**src/rtl/reg_writeback.sv**
```systemverilog
// reg_writeback: writeback stage and owner of the register-file write port.
//
// Retiring results from MEM are accepted over a valid/ready handshake into a
// small registered FIFO and committed one per cycle to the register file.
// A debug write request takes the port for the cycle and holds the FIFO.
// A 2-bit pending-write counter per register gives decode its hazard view.
//
// Ports
//   clk, rst                   clock; synchronous active-low reset
//   in_valid/in_ready          MEM result handshake (ready = FIFO not full)
//   in_rw, in_da, in_memtoreg, in_alu_result, in_mem_data,
//   in_fs, in_c/v/n/z          result payload
//   iss_valid, iss_rw, iss_da  decode issue; iss_ready low on saturated count
//   busy                       per-register pending-write flags
//   dbg_req, dbg_da, dbg_data  priority debug write
//   RW, DA, Writedata, FS, C/V/N/Z  register-file write and status port
//   retired                    count of committed FIFO entries
module reg_writeback #(
  parameter int unsigned DEPTH = 2
) (
  input  logic        clk,
  input  logic        rst,
  input  logic        in_valid,
  output logic        in_ready,
  input  logic        in_rw,
  input  logic [4:0]  in_da,
  input  logic        in_memtoreg,
  input  logic [31:0] in_alu_result,
  input  logic [31:0] in_mem_data,
  input  logic [4:0]  in_fs,
  input  logic        in_c,
  input  logic        in_v,
  input  logic        in_n,
  input  logic        in_z,
  input  logic        iss_valid,
  input  logic        iss_rw,
  input  logic [4:0]  iss_da,
  output logic        iss_ready,
  output logic [31:0] busy,
  input  logic        dbg_req,
  input  logic [4:0]  dbg_da,
  input  logic [31:0] dbg_data,
  output logic        RW,
  output logic [4:0]  DA,
  output logic [31:0] Writedata,
  output logic [4:0]  FS,
  output logic        C,
  output logic        V,
  output logic        N,
  output logic        Z,
  output logic [31:0] retired
);

  localparam int unsigned AW = (DEPTH > 1) ? $clog2(DEPTH) : 1;
  localparam int unsigned CW = AW + 1;
  localparam logic [CW-1:0] FULL_CNT = CW'(DEPTH);

  typedef struct packed {
    logic        rw;
    logic [4:0]  da;
    logic [31:0] data;
    logic [4:0]  fs;
    logic        c;
    logic        v;
    logic        n;
    logic        z;
  } entry_t;

  entry_t          mem [DEPTH];
  entry_t          head;
  entry_t          new_entry;
  logic [AW-1:0]   wr_ptr;
  logic [AW-1:0]   rd_ptr;
  logic [CW-1:0]   count;
  logic [1:0]      pend [32];
  logic [31:0]     retired_q;

  logic full;
  logic empty;
  logic enq;
  logic commit;
  logic commit_rw;
  logic dec;
  logic iss_block;
  logic inc;

  assign full  = (count == FULL_CNT);
  assign empty = (count == '0);
  assign head  = mem[rd_ptr];

  // Outputs are forced to their reset values while rst is held low so the
  // register file and decode never see stale state during reset.
  assign in_ready = !rst || !full;
  assign enq      = rst && in_valid && !full;
  assign commit   = rst && !empty && !dbg_req;

  assign commit_rw = head.rw && (head.da != 5'd0);
  assign dec       = commit && commit_rw;

  // A commit to the same register this cycle frees a pending slot, so a
  // saturated counter does not block the issue in that case.
  assign iss_block = iss_rw && (iss_da != 5'd0) && (pend[iss_da] == 2'd3) &&
                     !(dec && (head.da == iss_da));
  assign iss_ready = !rst || !iss_block;
  assign inc       = rst && iss_valid && iss_rw && (iss_da != 5'd0) && !iss_block;

  assign retired = rst ? retired_q : '0;

  always_comb begin
    new_entry.rw   = in_rw;
    new_entry.da   = in_da;
    new_entry.data = in_memtoreg ? in_mem_data : in_alu_result;
    new_entry.fs   = in_fs;
    new_entry.c    = in_c;
    new_entry.v    = in_v;
    new_entry.n    = in_n;
    new_entry.z    = in_z;
  end

  always_comb begin
    busy = '0;
    for (int unsigned r = 1; r < 32; r++) begin
      busy[r] = rst && (pend[r] != 2'd0);
    end
  end

  always_comb begin
    RW        = 1'b0;
    DA        = '0;
    Writedata = '0;
    FS        = '0;
    C         = 1'b0;
    V         = 1'b0;
    N         = 1'b0;
    Z         = 1'b0;
    if (rst) begin
      if (dbg_req) begin
        RW        = 1'b1;
        DA        = dbg_da;
        Writedata = dbg_data;
      end else if (!empty) begin
        RW        = commit_rw;
        DA        = head.da;
        Writedata = head.data;
        // r31 doubles as the status register; the data write wins.
        FS        = (commit_rw && (head.da == 5'd31)) ? 5'd0 : head.fs;
        C         = head.c;
        V         = head.v;
        N         = head.n;
        Z         = head.z;
      end
    end
  end

  always_ff @(posedge clk) begin
    if (enq) begin
      mem[wr_ptr] <= new_entry;
    end
  end

  always_ff @(posedge clk) begin
    if (!rst) begin
      wr_ptr    <= '0;
      rd_ptr    <= '0;
      count     <= '0;
      retired_q <= '0;
    end else begin
      if (enq) begin
        wr_ptr <= wr_ptr + 1'b1;
      end
      if (commit) begin
        rd_ptr    <= rd_ptr + 1'b1;
        retired_q <= retired_q + 32'd1;
      end
      case ({enq, commit})
        2'b10:   count <= count + 1'b1;
        2'b01:   count <= count - 1'b1;
        default: count <= count;
      endcase
    end
  end

  // Commits to a register with no recorded issue leave its counter at zero.
  always_ff @(posedge clk) begin
    if (!rst) begin
      for (int unsigned r = 0; r < 32; r++) begin
        pend[r] <= '0;
      end
    end else begin
      pend[0] <= '0;
      for (int unsigned r = 1; r < 32; r++) begin
        if (inc && (iss_da == 5'(r)) && !(dec && (head.da == 5'(r)))) begin
          pend[r] <= pend[r] + 2'd1;
        end else if (dec && (head.da == 5'(r)) && !(inc && (iss_da == 5'(r))) &&
                     (pend[r] != 2'd0)) begin
          pend[r] <= pend[r] - 2'd1;
        end
      end
    end
  end

endmodule

```
**config.mk**
```make
export PLATFORM = sky130hd
export DESIGN_NAME = reg_writeback
export DESIGN_NICKNAME = d
export VERILOG_FILES = /design/src/rtl/reg_writeback.sv
export SDC_FILE = /design/constraint.sdc
export NUM_CORES = 1
export LEC_CHECK = 0
export CORE_ASPECT_RATIO = 1.75
export CORE_UTILIZATION = 45
export CTS_BUF_LIST = sky130_fd_sc_hd__clkbuf_16
export CTS_CLUSTER_SIZE = 10
export DETAILED_ROUTE_END_ITERATION = 10
export GPL_ROUTABILITY_DRIVEN = 0
export HOLD_SLACK_MARGIN = 0.12
export PLACE_DENSITY = 0.77
export SLEW_MARGIN = 15
export SYNTH_ARGS = -nofsm -noshare
export SYNTH_HDL_FRONTEND = slang
export SYNTH_SLANG_ARGS = --single-unit
```
**constraint.sdc**
```tcl
create_clock -name clk -period 4.2 [get_ports clk]
set_input_delay 0.84 -clock clk [delete_from_list [all_inputs] [get_ports clk]]
set_output_delay 0.84 -clock clk [all_outputs]
set_load 0.005 [all_outputs]
```
==> results.md, run 1 <==
- The flow ran to the end, but the final reports show violations.
- The final reports fail on design-rule violations.
- The total routed wirelength is between 30000 and 40000 um.
- The clock sink count is 193.
- The post-route minimum period is 4.059 ns.
- The top cell type's share of synthesized area is 0.4178.
- The max-cap check violation count is 0.
- For the worst setup path, the data arrival time is between 3 and 4 ns.
- Dividing the final minimum period by the clock period gives 0.9663.
- In this run the clock root is driven by a clkbuf_16.
- The number of hold violations in the final report is 0.
- Hold is met by around 0.45 ns.
- The critical path contains buffers and inverters numbering 4 combined.
- The HPWL reported at the end of detailed placement is 24390 um.
- The final core utilization is 0.5941.
- Of the synthesized area, sequential elements account for 0.4839.
- The fraction of registers with async set/reset is 0.
- The die outline area is 25580 um2.
- Buffers inserted to repair hold after CTS numbered 0.
- The number of nets in the synthesized netlist is 1261.
- The routed design uses around 1900 um of met3 wire.
- The pin count of the biggest net entering global routing is 65.
- The nature of the critical path endpoint is a primary output.
- The global-route total usage across every layer is 0.2640.
- The setup skew after layout is between 0.008 and 0.009 ns.
- The relative slew slack is 0.1865.
- The post-CTS resize count is 0.
- The final routed DRC violation total is 2.
- The mean instance size in the synthesized netlist is between 9 and 10 um2.
- Among all flip-flop cells after synthesis, the most frequent one is edfxtp_1.
- The final antenna-violating net count is 0.
- Dividing the detail-routed via count by the number of cells gives ~5.7.
- TritonCTS created 17 clock buffers.
- The number of buffers inserted by port buffering is between 200 and 250.
- The path class of the tightest hold or removal check is register to register.
- The detailed-route wire length per cell is 19.14 um.
- Traced cell by cell, the critical path runs through clkdlybuf4s50_1 > buf_12 > buf_4 > nand3b_1 > a21oi_1 > a311oi_2 > a211oi_4 > nand2_1 > o21ai_0 > nand3_1 > clkdlybuf4s50_1.
- The die is 121.3 um wide.
- Global routing finished with a remaining overflow of 0.
- Once placement finished, the instance area stood at around 14000 um2.
- On the worst path, the slowest cell contributes a delay of just over 0.5 ns.
- In this run the static leakage power is 5.106 nW.
- The data required time at the worst endpoint is 3.36 ns.
- At the later pin of the worst-skew pair, clock insertion delay measures 0.44 ns.
- The total vias in the final route is 9707.
- Synthesis inferred just under 200 register bits.
- Setup repair after global routing left no endpoint under its margin.
- The number of warnings printed during yosys synthesis is 0.
- In the post-synthesis netlist, the biggest area contributors are edfxtp_1 (42%), dfxtp_1 (6.6%), mux2i_1 (5.6%).
- The clock transition at the registers of the reported paths is 0.07 ns.
- For the pin with the worst max-slew slack, the measured transition is 1.213 ns.
- The kind of critical path is primary input to primary output.
- The fill cell instance count of the final layout is 2096.
- Summing all non-filler instances in the final layout gives an area of 14580 um2.
- The number of DRC markers after the initial detailed-route iteration is 656.
- For this run, the top clock speed supported by timing is 246.4 MHz.
- The worst-case IR drop observed on VDD is 0.0003696 V.
- The most numerous cell type found on the critical path is clkdlybuf4s50_1.
- The die is 210.8 um tall.
- The area inside the core boundary is 24530 um2.
- The number of enable-type register cells in the synthesized netlist is approximately 160.
- The critical path's slowest cell is clkdlybuf4s50_1.
- The ratio of total power to cell area is 309.4 nW/um2.
- The met2 wire length is roughly 18000 um.
- Pin placement for this block handled 241 I/O pins.
- The layout net count is 1495.
- The number of failing setup endpoints in the final timing report is 0.
- After synthesis the cells add up to 11210 um2.
- The worst setup path is launched from a primary input.
- Summed over all instances, the cell type with the most area after synthesis is edfxtp_1.
- The layout overhead on the synthesized area is 30.01%.
- The gate count of the mapped netlist is approximately 1100.
- The initial utilization of the core area, before any placement, comes to 0.4570.
- The synthesized netlist contains 80 unique library cells.
- The initialized floorplan defines 76 standard-cell rows.
- The number of antenna violations at the first check in global routing is 1.
- The number of H-tree levels is 4.
- TritonCTS built the clock tree.
- The first-pass iteration count of the detailed router is 8.
- The max-slew violation count is 0.
- The number of setup buffers added after CTS is 0.
- Before CTS, the worst setup slack after placement is 0.1445 ns.
- In the final layout, the share of cells above drive strength 1 is 0.09513.
- The first global-routing pass estimated 51290 um of wire.
- For the final routed database, the setup TNS stands at 0 ns.
- For this block, wires on met1 add up to 11050 um.
- The buffer depth of the longest clock path is 2.
- The highest layer touched by signal routing is met4.
- Broken down by cell family, the worst path's largest delay share belongs to buffers and inverters.
- The number of global-route vias before repair is between 9000 and 10000.
- Once routing completed, OpenROAD measured the worst setup slack at 0.1414 ns.
- Of all nets on the critical path, the largest fanout is 16.
==> Yosys cell counts (15+ instances only) <==
library cell    n
o21ai_0        68
nand2_1       132
o31ai_1        16
a21oi_1        15
nand3_1        62
and3_1         21
mux2i_1        63
edfxtp_1      156
clkbuf_1       35
dfxtp_1        37
and2_1         40
nor2b_1        16
nor3_1         27
mux2_2         39
nor2_1        162
xor2_1         26
xnor2_1        26
==> where the power goes <==
group	switching, mW	internal, mW	total, mW
Combinational	0.376	0.390	0.766
Sequential	0.0845	2.16	2.25
Clock	0.696	0.800	1.50
Total	1.16	3.35	4.51
==> worst paths after layout <==
path / cells past startpoint / end / start / slack, ns
worst max-delay path: 11 / iss_ready / iss_da[0] / 0.14
worst min-delay path: 1 / retired_q[31]$_SDFFE_PN0P_ / retired_q[31]$_SDFFE_PN0P_ / 0.45
worst max register to register: 7 / pend[4][0]$_SDFFCE_PN0P_ / register / 0.76
worst min register to register: 1 / retired_q[31]$_SDFFE_PN0P_ / retired_q[31]$_SDFFE_PN0P_ / 0.45
==> through the flow <==
stage,instances,power (mW)
floorplan,1130,2.661
global placement,1657,3.035
detailed placement,1657,3.052
CTS,1689,4.541
global route,1690,4.685
finish,1690,4.510
==> flip-flops by register name (all words and copies together), names as in the netlist, named ones only <==
| name | count |
|---|---|
| count | 2 |
| mem | 94 |
| pend | 62 |
| rd_ptr | 1 |
| retired_q | 32 |
| wr_ptr | 1 |
==> per-layer routing <==
layer,up-vias,GRT usage
met4,0,0.1622
met5,-,0
met1,4619,0.2672
met2,400,0.4828
li1,4587,-
met3,101,0.05751
==> kinds of logic after synthesis <==
logic type | count (synthesis) | synth area share
flip-flops | 193 | 0.4839
AND/OR/NAND/NOR | 524 | 0.2236
other | 1 | 0.0003345
XOR/XNOR | 52 | 0.04062
AO/OA/AOI/OAI | 170 | 0.1042
multiplexers | 110 | 0.1125
adder cells (fa/ha/maj) | 3 | 0.003348
buffers and inverters | 77 | 0.03147
==> placed cells by master (no fill, tap or decap), types with 17 or more instances in the layout <==
cell	netlist	final
mux2_2	39	39
mux2i_1	63	63
nor3_1	27	27
nor2_1	162	160
edfxtp_1	156	156
and3_1	21	21
xor2_1	26	26
clkbuf_16	0	17
o21ai_0	68	68
nand2_1	132	132
xnor2_1	26	26
nand3_1	62	62
clkdlybuf4s50_1	0	238
buf_4	3	36
and2_1	40	40
dfxtp_1	37	36
==> layout make-up <==
type                    count  area [um2]  area share
clock inverters            15       103.9    0.007124
clock buffers              17       425.4     0.02918
inverters                  14       53.80    0.003691
flip-flops and latches    193        5429      0.3724
repair buffers            278        2718      0.1864
diodes                      1       2.502   0.0001717
well taps                 312       390.4     0.02678
multi-input cells         860        5454      0.3742
No activity file was read; power rests on OpenSTA's default activity.
==> run 2: changes to the inputs <==
--- a/config.mk
+++ b/config.mk
@@ -6,13 +6,16 @@
 export NUM_CORES = 1
 export LEC_CHECK = 0
 export CORE_ASPECT_RATIO = 1.75
+export CORE_MARGIN = 4
 export CORE_UTILIZATION = 45
 export CTS_BUF_LIST = sky130_fd_sc_hd__clkbuf_16
 export CTS_CLUSTER_SIZE = 10
 export DETAILED_ROUTE_END_ITERATION = 10
+export DONT_BUFFER_PORTS = 1
 export GPL_ROUTABILITY_DRIVEN = 0
 export HOLD_SLACK_MARGIN = 0.12
-export PLACE_DENSITY = 0.77
+export MAX_ROUTING_LAYER = met4
+export PLACE_DENSITY = 0.64
 export SLEW_MARGIN = 15
 export SYNTH_ARGS = -nofsm -noshare
 export SYNTH_HDL_FRONTEND = slang
==> run 2 against run 1 <==
Net effect:
- the run now ends clean
- routed wire length decreased by 4.8%
- register-to-register slack gained 0.22 ns
- fmax increased by 14%
- largest cell class unchanged
==> results.md, run 2 (synthesis gave the netlist of run 1 again) <==
- The clock root buffer master is clkbuf_16.
- The number of hold violations in the final report is 0 (unchanged).
- The fill cell instance count of the final layout was 2291 (+9.3%).
- The count of standard-cell rows is 76 (unchanged).
- The path category of the worst min-delay check is register to register.
- The area inside the core boundary came to 24630 um2 (+0.39%).
- The final core utilization is 0.4877 (-0.1065).
- Setup repair after global routing left no endpoint under its margin.
- The data required time at the worst endpoint is 3.36 ns (about the same).
- The number of failing setup endpoints in the final timing report is 0 (unchanged).
- The instance count along the most critical hold path is 1 (unchanged).
- The number of H-tree levels was 4 (unchanged).
- The slew at the pin closest to its max-slew limit is 1.115 ns (-0.09818 ns).
- The clock transition at the registers of the reported paths is 0.07 ns (about the same).
- The number of placed I/O pins is 241 (unchanged).
- The part of the cycle the worst path needs is 0.8470 (-0.1193).
- The worst ir drop on vdd is 0.0003631 V (-1.8%).
- The relative slew slack is 0.2523 (+0.06585).
- TritonCTS built the clock tree.
- The mean number of vias per cell is 6.008 (+4.6%).
- The leakage dissipation is 4.088 nW (-20%).
- The number of antenna repair diodes was 0 (-1).
- The max-cap check violation count is 0 (unchanged).
- The setup skew after layout is 0.01226 ns (+0.003572 ns).
- The arrival time at the worst endpoint came to 2.72 ns (-0.50 ns).
- Ranked by flip-flop count, first place goes to mem.
- The destination of the worst register-to-register timing path is pend[23][0]$_SDFFCE_PN0P_.
- The starting density of the core is 0.4552 (-0.001765).
- The global-route total usage across every layer is 0.2316 (-0.03237).
- The post-CTS repair timing setup buffer count is 0 (unchanged).
- The max-slew violation count is 0 (unchanged).
- The number of antenna violations at the first check in global routing is 0 (-1).
- The layout net count came to 1230 (-18%).
- The power after layout is 4.341 mW (-3.7%).
- The pre-CTS setup slack is 0.8584 ns (+0.7139 ns).
- In the layout the commonest cells are nor2_1 (160), edfxtp_1 (156), nand2_1 (132).
- The number of flip-flops in the largest register was 94 (unchanged).
- The category of the worst setup path launch point is a register.
- The total routed wirelength is 30800 um (-4.8%).
- The final routed DRC violation total is 0 (-2).
- The number of buffers inserted by port buffering came to 0 (-100%).
- The smallest hold slack is 0.4554 ns (+0.003706 ns).
- The buffer depth of the longest clock path is 2 (unchanged).
- The achievable frequency is 281.1 MHz (+14%).
- The share of layout cells above drive strength 1 was 0.09712 (+0.001988).
- STA classifies the critical path endpoint as a primary output.
- The number of global-route vias before repair is 8692 (-12%).
- The HPWL reported at the end of detailed placement is 22560 um (-7.5%).
- The worst-skew pair later-pin latency came to 0.46 ns (+0.02 ns).
- The number of buffers created by CTS is 17 (unchanged).
- The worst reg2reg path depth was 6 (-1).
- The layout overhead on the synthesized area is 7.120%.
- The clock sink count is 193 (unchanged).
- The number of DRC markers after the initial detailed-route iteration is 651 (-0.76%).
- The hold-fix buffer count after cts was 0 (unchanged).
- The least setup slack across all paths after layout is 0.6427 ns (+0.5012 ns).
- The number of non-filler instances in the completed layout is 1424 (-16%).
- The largest fanout on the critical path is 41 (+25).
- The die outline area is 27600 um2 (+7.9%).
- The first-pass iteration count of the detailed router is 6 (-2).
- The die extent in x is 127.3 um (+4.9%).
- The total vias in the final route came to 8555 (-12%).
- The ratio of total power to cell area is 361.4 nW/um2 (+17%).
- The most frequent standard cell in the layout excluding fill and tap cells is nor2_1.
- The die extent in y is 216.8 um (+2.8%).
- The worst-case hold path end point is retired_q[31]$_SDFFE_PN0P_.
- The run finished with clean final reports.
- The pin count of the biggest net entering global routing is 100 (+54%).
- The worst setup path is of the register to primary output kind.
- The first-pass GRT wire length came to 47980 um (-6.4%).
- The reg-to-reg setup timing slack is 0.98 ns (+0.22 ns).
- The largest registers in the layout are mem: 94 flops, pend: 62 flops, retired_q: 32 flops.
- The post-CTS resize count is 0 (unchanged).
- The number of placed instances, taps included was 1392 (-16%).
- The area of all placed cells without fillers is 12010 um2 (-18%).
- The post-route minimum period is 3.557 ns (-0.5012 ns).
- The final-layout setup total negative slack is 0 ns (unchanged).
- The final antenna-violating net count is 0 (unchanged).
- The placed instance area is 11440 um2 (-19%).
- The global-route congestion overflow total is 0 (unchanged).
- The hold path startpoint is retired_q[31]$_SDFFE_PN0P_.
- The detailed-route wire length per cell is 21.63 um (+13%).
[run 2: cell types whose count changed in the layout (fill, tap and decap cells not counted), moves of 2 or more]
cell,change
buf_12,-2
buf_4,-24
clkdlybuf4s50_1,-238
clkinv_2,-4
clkinv_4,+3
inv_1,-3
inv_6,+3
inv_8,+3
[run 2: worst max-delay path by stage]
| stage | startpoint | to | slack, ns | depth (start not counted) |
|---|---|---|---|---|
| finish | register | iss_ready | 0.64 | 6 |
| global route | register | iss_ready | 0.35 | 6 |
| CTS | register | iss_ready | 0.58 | 6 |
| detailed placement | dbg_req | pend[23][0]$_SDFFCE_PN0P_ | 0.86 | 7 |
| global placement | dbg_req | pend[10][1]$_SDFFCE_PN0P_ | 0.90 | 8 |
| floorplan | rst | mem[0][0]$_DFFE_PP_ | 0.26 | 4 |
[run 2: power by group]
group | internal, mW | total, mW | switching, mW
Sequential | 2.16 | 2.25 | 0.0840
Combinational | 0.191 | 0.485 | 0.295
Clock | 0.834 | 1.61 | 0.775
Total | 3.19 | 4.34 | 1.15
[run 2: area by class of cell]
class	count	area, um2	area share
clock buffer	17	425.4	0.03542
clock inverter	15	147.6	0.01229
inverter	14	53.80	0.004480
multi-input combinational	860	5454	0.4541
sequential	193	5429	0.4520
tap	312	390.4	0.03250
timing repair buffer	13	110.1	0.009168
[run 2: metal layers]
| layer | track usage | vias up | wire, um |
|---|---|---|---|
| met3 | 0.06164 | 64 | 2019 |
| met2 | 0.4071 | 336 | 16660 |
| met4 | 0.1020 | 0 | 1157 |
| met1 | 0.2406 | 4094 | 10960 |
| li1 | - | 4061 | - |
| met5 | - | - | 0 |
[run 2: critical path, cell delays in order, from the launching register on]
cell,delay (ns)
dfxtp_4,0.70
mux2i_1,0.33
xnor2_1,0.09
nor3_1,0.30
and3_1,0.59
nor2_1,0.10
nand3_1,0.15
==> run 3: changes to the inputs <==
--- a/config.mk
+++ b/config.mk
@@ -15,7 +15,7 @@
 export GPL_ROUTABILITY_DRIVEN = 0
 export HOLD_SLACK_MARGIN = 0.12
 export MAX_ROUTING_LAYER = met4
-export PLACE_DENSITY = 0.64
+export PLACE_DENSITY = 0.62
 export SLEW_MARGIN = 15
 export SYNTH_ARGS = -nofsm -noshare
 export SYNTH_HDL_FRONTEND = slang
==> constraint.sdc (replaced) <==
create_clock -name clk -period 3.3 [get_ports clk]
set_input_delay 0.66 -clock clk [delete_from_list [all_inputs] [get_ports clk]]
set_output_delay 0.66 -clock clk [all_outputs]
set_load 0.005 [all_outputs]
==> run 3 against run 2 <==
Net effect:
- clock skew about the same
- sequential power increased by 26%
- clock power increased by 22%
- combinational power increased by 33%
- global-route usage decreased by 0.49 points
- register-to-register slack got worse by 0.49 ns
- routed wire length decreased by 1.5%
- cell count increased by 1.1%
- design area increased by 0.88%
- first-iteration DRC count decreased by 10%
- critical path type unchanged
- largest cell class unchanged
- largest power group unchanged
==> results.md, run 3 (synthesis gave the netlist of run 1 again) <==
- The run finished with clean final reports.
- The pin count of the biggest net entering global routing is 100 (unchanged).
- The achievable frequency is 332.4 MHz.
- The layout net count is 1246 (+1.3%).
- The internal portion of total power was 4.043 mW (+27%).
- The library cell used most frequently in the layout, excluding fill and tap cells, is nor2_1.
- The max-slew violation count came to 0 (unchanged).
- The number of placed I/O pins is 241 (unchanged).
- The worst reg2reg path depth came to 7 (+1).
- The number of H-tree levels was 4 (unchanged).
- The register name with the most flops is mem.
- The sequential share of power is 0.521 (+0.003).
- The worst setup path is captured at a primary output.
- The combinational share of power is 0.118 (+0.006).
- The maximum single-stage delay on the critical path is 0.51 ns (-0.19 ns).
- The ratio of total power to cell area is 450.5 nW/um2 (+25%).
- The largest registers in the layout are mem: 94 flops, pend: 62 flops, retired_q: 32 flops.
- The final antenna-violating net count came to 0 (unchanged).
- The detailed-route wire length per cell is 21.07 um (-2.6%).
- The worst ir drop on vdd was 0.0004650 V (+28%).
- The slew at the pin closest to its max-slew limit is 0.8169 ns (-0.2979 ns).
- The die extent in y is 216.8 um (unchanged).
- The worst-skew pair later-pin latency came to 0.45 ns (about the same).
- The number of flip-flops in the largest register came to 94 (unchanged).
- The path category of the worst min-delay check is primary input to register.
- The first-pass GRT wire length is 47060 um (-1.9%).
- The proportion of total power due to net switching came to 0.2592 (-0.006437).
- The final routed DRC violation total is 0 (unchanged).
- The slowest stage of the critical path is the mux2i_1 cell.
- The least setup slack across all paths after layout is 0.2918 ns (-0.3509 ns).
- The global-route congestion overflow total is 0 (unchanged).
- In the finished design, the share of the clock period the worst path needs comes to 0.9116.
- The layout overhead on the synthesized area is 8.057%.
- The starting density of the core is 0.4552 (unchanged).
- The mean number of vias per cell is 5.942 (-1.1%).
- The clock sink count was 193 (unchanged).
- The hold-fix buffer count after cts is 0 (unchanged).
- Subtracting the final worst setup slack from the clock period gives 3.008 ns.
- The leakage dissipation came to 4.159 nW (+1.7%).
- The max-cap check violation count is 0 (unchanged).
- The die outline area is 27600 um2 (unchanged).
- The final-layout setup total negative slack is 0 ns (unchanged).
- The tree is rooted in a clkbuf_16.
- Traced cell by cell, the critical path runs through mux2i_1 > xnor2_1 > nor2_1 > and3_1 > buf_12 > nor2_1 > nand3_1.
- The number of hold violations in the final report is 0 (unchanged).
- The total routed wirelength came to 30350 um (-1.5%).
- The buffer and inverter count on the worst path came to 1 (+1).
- The critical path is of the register to primary output type.
- The number of antenna repair diodes is 0 (unchanged).
- The first-pass iteration count of the detailed router is 5 (-1).
- The HPWL reported at the end of detailed placement came to 22470 um (-0.39%).
- The net load switching power is 1.415 mW (+23%).
- The setup skew after layout came to 0.01236 ns (+0.0001033 ns).
- The reg-to-reg setup timing slack came to 0.49 ns (-0.49 ns).
- The number of buffers created by CTS is 17 (unchanged).
- The total vias in the final route is 8557 (+0.023%).
- The area inside the core boundary is 24630 um2 (unchanged).
- The largest fanout on the critical path came to 28 (-32%).
- The share of layout cells above drive strength 1 was 0.1082 (+0.01103).
- The number of failing setup endpoints in the final timing report is 0 (unchanged).
- The post-CTS repair timing setup buffer count is 0 (unchanged).
- The clock tree from TritonCTS is built.
- The dominant cell type by count on the critical path is nor2_1.
- The die extent in x is 127.3 um (unchanged).
- The arrival time at the worst endpoint came to 2.35 ns (-0.37 ns).
- The relative slew slack is 0.4517 (+0.1994).
- The data required time at the worst endpoint is 2.64 ns (-0.72 ns).
- The count of cell instances traversed by the critical path came to 7 (+1).
- In the layout the commonest cells are nor2_1 (160), edfxtp_1 (156), nand2_1 (132).
- The dominant delay contributor by cell family on the critical path is simple AND/OR/NAND/NOR gates.
- Setup repair after global routing left no endpoint under its margin.
- In this run the critical register-to-register path is captured at pend[10][0]$_SDFFCE_PN0P_.
- The number of global-route vias before repair is 8717 (+0.29%).
- The global-route total usage across every layer is 0.2267 (-0.004888).
- The number of DRC markers after the initial detailed-route iteration is 583 (-10%).
- The clock transition at the registers of the reported paths came to 0.07 ns (about the same).
- The category of the worst setup path launch point is a register.
- The buffer depth of the longest clock path came to 2 (unchanged).
- The count of standard-cell rows is 76 (unchanged).
- The number of antenna violations at the first check in global routing came to 1 (+1).
- The number of buffers inserted by port buffering came to 0 (unchanged).
- The pre-CTS setup slack is 0.3238 ns (-0.5346 ns).
- The capturing instance or port of the critical path is iss_ready.
- The clock network power share is 0.361 (-0.010).
- The hold path startpoint is in_da[1].
- The smallest hold slack is 0.3071 ns (-0.1484 ns).
run 3: how the worst min path moves through the flow:
stage | cells past startpoint | to
global placement | 1 | retired_q[31]$_SDFFE_PN0P_
finish | 0 | mem[1][42]$_DFFE_PP_
floorplan | 1 | retired_q[31]$_SDFFE_PN0P_
detailed placement | 1 | retired_q[31]$_SDFFE_PN0P_
CTS | 0 | mem[1][43]$_DFFE_PP_
global route | 0 | mem[0][1]$_DFFE_PP_
run 3: per-layer routing:
layer  track usage  vias to the layer above  share of wire
met5             -                        -              0
met4        0.1113                        0          0.045
met3       0.05501                       75          0.062
met2        0.3982                      303           0.53
met1        0.2342                     4100           0.36
li1              -                     4079              -
run 3: timing repair:
item / CTS / global route
resized for setup: 0 / 1
endpoints found under the hold margin: 0 / 0
setup endpoints to repair: 0 / 1
run 3: per-stage QoR:
stage | utilization | area [um2] | instances | power, mW
6_report | 0.4919 | 12120 | 1440 | 5.458
3_5_place_dp | 0.4696 | 11560 | 1408 | 3.548
4_1_cts | 0.4918 | 12110 | 1440 | 5.509
2_1_floorplan | - | 11210 | 1130 | 3.386
3_3_place_gp | 0.4696 | 11560 | 1408 | 3.539
5_1_grt | 0.4919 | 12120 | 1440 | 5.677
run 3: layout make-up:
cell class,instances,area [um2]
Inverter,14,53.80
Clock buffer,17,425.4
Fill cell,2275,12510
Tap cell,312,390.4
Multi-Input combinational cell,860,5449
Sequential cell,193,5429
Timing Repair Buffer,29,246.5
Clock inverter,15,121.4
run 3: power groups by stage:
stage / Combinational, mW / Clock, mW / Sequential [mW]
finish: 0.643 / 1.97 / 2.84
global route: 0.713 / 2.11 / 2.86
CTS: 0.653 / 2.01 / 2.84
detailed placement: 0.649 / 0 / 2.90
global placement: 0.645 / 0 / 2.89
floorplan: 0.521 / 0 / 2.87
